===== src/rtl/minirv_ctrl_fsm.sv =====
// minirv_ctrl_fsm: multi-cycle FETCH/DECODE/MEM/WB sequencer with halt on ebreak or illegal decode.
// Define CTRL_PERF_CNT_EN to add the 64-bit cycle_cnt / instret_cnt performance counters.
module minirv_ctrl_fsm (
  input  logic        clk,
  input  logic        rst,
  output logic        imem_req,
  input  logic        imem_ready,
  output logic        ir_we,
  input  logic        dec_reg_write,
  input  logic        dec_mem_read,
  input  logic        dec_mem_write,
  input  logic        dec_ebreak,
  input  logic        dec_illegal,
  output logic        dmem_req,
  output logic        dmem_we,
  input  logic        dmem_ready,
  output logic        rf_we,
  output logic        pc_we,
  output logic        halt,
`ifdef CTRL_PERF_CNT_EN
  output logic [63:0] cycle_cnt,
  output logic [63:0] instret_cnt,
`endif
  output logic        trap_code
);

  typedef enum logic [2:0] {
    S_RESET,
    S_FETCH,
    S_DECODE,
    S_MEM,
    S_WB,
    S_HALT
  } state_t;

  state_t state_q, state_d;
  logic   f_rw, f_mr, f_mw;
  logic   trap_q;
  logic   abort;

  // A read+write decode is as unusable as an illegal one.
  assign abort = dec_illegal | (dec_mem_read & dec_mem_write);

  // NOTE: state registers use non-blocking <= so every flop samples pre-edge values.
  always_ff @(posedge clk) begin
    if (rst) state_q <= S_RESET;
    else     state_q <= state_d;
  end

  // NOTE: flags are reset too, so nothing downstream ever sees an X after reset.
  always_ff @(posedge clk) begin
    if (rst) begin
      f_rw   <= 1'b0;
      f_mr   <= 1'b0;
      f_mw   <= 1'b0;
      trap_q <= 1'b0;
    end else if (state_q == S_DECODE) begin
      f_rw   <= dec_reg_write;
      f_mr   <= dec_mem_read;
      f_mw   <= dec_mem_write;
      trap_q <= abort;
    end
  end

  // NOTE: state_d gets a default first so no path through the case infers a latch.
  always_comb begin
    state_d = state_q;
    case (state_q)
      S_RESET:  state_d = S_FETCH;
      S_FETCH:  if (imem_ready) state_d = S_DECODE;
      S_DECODE: begin
        if (abort)                              state_d = S_HALT;
        else if (dec_ebreak)                    state_d = S_HALT;
        else if (dec_mem_read || dec_mem_write) state_d = S_MEM;
        else                                    state_d = S_WB;
      end
      S_MEM:    if (dmem_ready) state_d = S_WB;
      S_WB:     state_d = S_FETCH;
      S_HALT:   state_d = S_HALT;
      default:  state_d = S_RESET;
    endcase
  end

  always_comb begin
    imem_req  = 1'b0;
    ir_we     = 1'b0;
    dmem_req  = 1'b0;
    dmem_we   = 1'b0;
    rf_we     = 1'b0;
    pc_we     = 1'b0;
    halt      = 1'b0;
    trap_code = 1'b0;
    case (state_q)
      S_FETCH: begin
        imem_req = 1'b1;
        ir_we    = imem_ready;
      end
      S_MEM: begin
        dmem_req = 1'b1;
        dmem_we  = f_mw & ~f_mr;
      end
      S_WB: begin
        rf_we = f_rw;
        pc_we = 1'b1;
      end
      S_HALT: begin
        halt      = 1'b1;
        trap_code = trap_q;
      end
      default: ;
    endcase
  end

`ifdef CTRL_PERF_CNT_EN
  always_ff @(posedge clk) begin
    if (rst) begin
      cycle_cnt   <= '0;
      instret_cnt <= '0;
    end else begin
      if (state_q != S_RESET && state_q != S_HALT) cycle_cnt <= cycle_cnt + 64'd1;
      if (state_q == S_WB) instret_cnt <= instret_cnt + 64'd1;
    end
  end
`endif

endmodule


===== config.mk =====
export PLATFORM = sky130hd
export DESIGN_NAME = minirv_ctrl_fsm
export DESIGN_NICKNAME = d
export VERILOG_FILES = /design/src/rtl/minirv_ctrl_fsm.sv
export SDC_FILE = /design/constraint.sdc
export NUM_CORES = 1
export LEC_CHECK = 0
export ABC_AREA = 1
export CORE_AREA = 5 5 42 44
export CTS_BUF_LIST = sky130_fd_sc_hd__clkbuf_8 sky130_fd_sc_hd__clkbuf_16
export DETAILED_ROUTE_END_ITERATION = 8
export DIE_AREA = 0 0 47 49
export PLACE_DENSITY_LB_ADDON = 0.3
export SETUP_SLACK_MARGIN = 0.5
export SKIP_LAST_GASP = 1
export SLEW_MARGIN = 20
export SYNTH_ARGS = -nofsm -noshare
export SYNTH_HDL_FRONTEND = slang
export SYNTH_SLANG_ARGS = --single-unit

===== constraint.sdc =====
create_clock -name clk -period 1.3 [get_ports clk]
set_input_delay 0.26 -clock clk [delete_from_list [all_inputs] [get_ports clk]]
set_output_delay 0.26 -clock clk [all_outputs]
set_load 0.005 [all_outputs]

==> Yosys cells after proc, flatten, opt, wreduce, memory -nomap -nowiden <==
Cells that the tools add are included.
{ "totals": {"regBits": 7, "out_inout_bits": 8, "word_cells": 34} }
{ "op_classes": {"eq_ne": 7, "n_mux": 14, "n_bitwise": 4, "n_reduce_logical": 4} }
{ "op_table": {"columns": ["cell", "count"], "rows": [
  ["$mux 3", 5],
  ["$pmux 3 s5", 1],
  ["$mux 1", 8],
  ["$eq 3x2->1 const B", 2],
  ["$eq 3x3->1 const B", 2],
  ["$ne 2x2->1 const B", 2],
  ["$eq 3x1->1 const B", 1],
  ["$logic_not 3->1", 1],
  ["$and 1x1->1", 2],
  ["$reduce_and 2->1", 1],
  ["$reduce_or 2->1", 1],
  ["$logic_or 1x1->1", 1],
  ["$not 1->1", 1],
  ["$or 1x1->1", 1]
]} }

==> Longest topological paths before layout <==
{ "logic_depth": {"word_depth": 5, "ltp_mapped": 7, "mapped_depth_nobuf": 7} }

==> Least setup slack after synthesis <==
Ideal clock, no wire load.
{ "synth_path": {"path_type": "reg-to-output", "from": "register state_q[0]", "to": "output port dmem_we", "arrival_time_ps": 798, "required_ps": 1040, "setup_slack_ps": 242, "path_stages_with_launch": 3, "path_cell_list": "dfxtp_1 > nand3_1 > nor3_1"} }
{ "synth_via": {"elab_chain_len": 2} }
{ "synth_rtl": {"columns": ["item", "line_no", "rtl"], "rows": [
  ["start: declaration", "36", "state_t state_q, state_d;"],
  ["start signal: assignment", "47", "else state_q <= state_d;"],
  ["$eq 3x2->1", "93", "case (state_q)"],
  ["$mux 1", "93", null],
  ["end: declaration", "15", "output logic dmem_we,"]
]} }
Every way passes these cells.

==> Final worst setup path <==
{ "layout_path": {"from": "register state_q[0]", "to": "output port rf_we"} }
{ "layout_via": {"elab_chain_len": 2} }
{ "layout_rtl": {"columns": ["item", "line_no", "rtl"], "rows": [
  ["$eq 3x3->1", "93", null],
  ["$mux 1", "93", null],
  ["end: declaration", "17", "output logic rf_we,"]
]} }
Every way passes these cells.

==> reports/qor.yml <==
global_routing:
  grtUsageTotal_pct: 12.1
  grt_overflow: 0
  grt_max_degree: 8
  antenna_found_initial: 0
  grt_pass1_vias: 514
  grt_pass1_wl_mm: 2.06
pwr:
  total_power_mw: 1.05
  powerDensity_nw_per_um2: 1160
  ir_drop_mv: 0.813
  p_leak_nw: 0.427
min_path:
  hold_path_class: "in2reg"
  holdPathEnd: "trap_q"
  whs_path_depth: 3
  hold_start: "dec_mem_read"
logic_synthesis:
  synth_edf_count: 0
  syn_avg_cell_area_um2: 6.45
  synth.area.top_cells: "dfxtp_1, inv_1, nor2_1"
  syn_nets: 68
  synth_top_area_cell: "dfxtp_1"
  synth-seq-area-share_pct: 36.8
  yosys_warnings: 0
  syn_area_um2: 380
  synthCells: 59
  synth.most_common_cell: "inv_1"
  synth_common_cells: "inv_1, nor2_1, dfxtp_1"
  synth_cell_type_count: 15
  ys.flop_type: "dfxtp_1"
  async_reset_ff_share_pct: 0
  synth_top_area_share_pct: 36.8
  ys_ff_latch: 7
routing:
  wire_per_inst_um: 10.9
  drc: 0
  drt-initial-drc-count: 4
  firstDrtPassIters: 4
  routed-via-count: 524
  vias_per_cell: 4.52
  wirelength_mm: 1.26
  antenna_left: 0
timing:
  setup_viol_count_final: 4
  min_period_ps: 1360
  fmax_mhz: 737
  fin_crit_sh_pct: 104
  finalHoldViolCount: 0
  finClkSkew_ps: 3.46
  relSlewSlack_pct: 83.5
  hold_ws_ps: 426
  rsz0062_at_grt: "yes"
  layout_setup_ws_ps: -56.8
  slew_violations: 0
  worstMarginPinSlew_ps: 246
worst_setup_path:
  crit_buf_inv: 2
  cp.depth: 3
  cpMaxStageDelayCell: "dfxtp_4"
  rrSetupSlack_ps: 20
  cp_max_fo: 5
  critPathLaunch: "state_q[0]"
  r2r_cells: 8
  crit_path_start_kind: "register"
  crit_family: "flip-flops"
  crit_chain: "buf_6 > nor4_2 > buf_2"
  cp_slowest_stage_delay_ps: 360
  r2r_start: "state_q[1]"
  r2r_end: "state_q[1]"
  worstPathArrival_ps: 1100
  endpoint_kind: "output pin"
  cp_data_required_time_ps: 1040
  critPathKind: "reg2out"
clock_tree:
  holdBufCountCts: 0
  clk_latency_ps: 220
  clockBufferDepth: 2
  cts_sinks: 7
  cts.clk_slew.worst_paths_ps: 40
  cts_tree: "yes"
  cts_root_buffer: "clkbuf_8"
  cts_made_buffers: 3
  h-tree-depth: 1
job:
  max-cap-violations: 0
floorplanning:
  start_util_pct: 27.1
  ioPinCount: 17
  core_area_um2: 1400
  dieArea_um2: 2300
  rows: 14
  die_x_um: 47
  fp.dieH_um: 49
place:
  numPortBuffers: 16
  place.detailed.hpwl_um: 755
  place_congestion: 0.818
layout:
  fillCellCount: 120
  final_core_utilization_pct: 64.6
  multiInputGateArea_um2: 299
  layout-drive-gt1-share_pct: 61.0
  diodes: 0
  final-seq-area_um2: 149
  synthToLayoutAreaGrowth_pct: 138
  nets: 110
outcome:
  violations: "setup timing"
  status: "finished with violations"
[routing by layer]
metal | vias up | track usage, % | wire length, µm
met5 | - | 0 | 0
met4 | 0 | 6.45 | 12
met3 | 2 | 2.21 | 62
met2 | 13 | 20.4 | 721
met1 | 240 | 13.6 | 466
li1 | 269 | - | -
[tightest hold or removal path: cells and delay by family]
family / cells / cell delay (ps)
AOI/OAI and AO/OA: 2 / 210
buffers and inverters: 1 / 140
[repair_timing]
item | in CTS | in global routing
endpoints found under the setup margin | 15 | 15
setup buffers | 8 | 4
hold endpoints to repair | 0 | 0
resized for setup | 51 | 20
pin swaps | 5 | 6
[worst max path at each step]
stage	end
final	rf_we
after global routing	rf_we
after CTS	rf_we
after detailed placement	ir_we
after global placement	ir_we
after floorplan	state_q[1]
[through the flow]
step,setup TNS [ps],cells,worst slack [ps],cell area (µm²)
after global routing,-558,116,-110,905
after CTS,-95.2,112,-52.8,800
after detailed placement,-919,100,-356,648
after floorplan,0,59,360,400
after global placement,-857,100,-304,648
final,-109,116,-56.8,905
[cells in the final DEF, fill, tap and decap left out]
master           instances
buf_6                   11
buf_4                   11
inv_1                    9
nor2_1                   7
inv_2                    5
nand2_1                  5
clkdlybuf4s50_1          5
buf_2                    5
nor2_4                   4
o21ai_2                  4
dfxtp_1                  4
nor3_2                   3
a21oi_1                  3
a21oi_2                  3
clkbuf_8                 3
nand3_4                  2
dlymetal6s2s_1           2
dfxtp_4                  2
nand3_2                  1
inv_4                    1
nor4_2                   1
nor2_2                   1
nand2_4                  1
o21ai_4                  1
nand3_1                  1
a31oi_1                  1
dlygate4sd2_1            1
clkdlybuf4s15_1          1
clkdlybuf4s15_2          1
dfxtp_2                  1
[registers in the layout, summed over array words and instances, names as in the netlist]
name / flops
f_mr: 1
f_rw: 1
state_q: 3
f_mw: 1
trap_q: 1
[kinds of logic after synthesis]
kind of cell | share of synthesized area [%]
simple gates | 33.2
buf+inv | 13.8
flops | 36.8
compound gates | 16.1
[power by group]
| part | internal (mW) | switching [mW] |
|---|---|---|
| Clock | 0.204 | 0.0914 |
| Combinational | 0.252 | 0.204 |
| Sequential | 0.256 | 0.0407 |
| Total | 0.713 | 0.336 |
[cell type report]
type / count / area share (%)
repair buffers: 37 / 37.2
inverters: 14 / 6.09
clock inverters: 1 / 0.415
clock buffers: 3 / 4.56
well taps: 16 / 2.21
multi-input cells: 38 / 33.1
flip-flops and latches: 7 / 16.5
No activity file was read; power rests on OpenSTA's default activity.
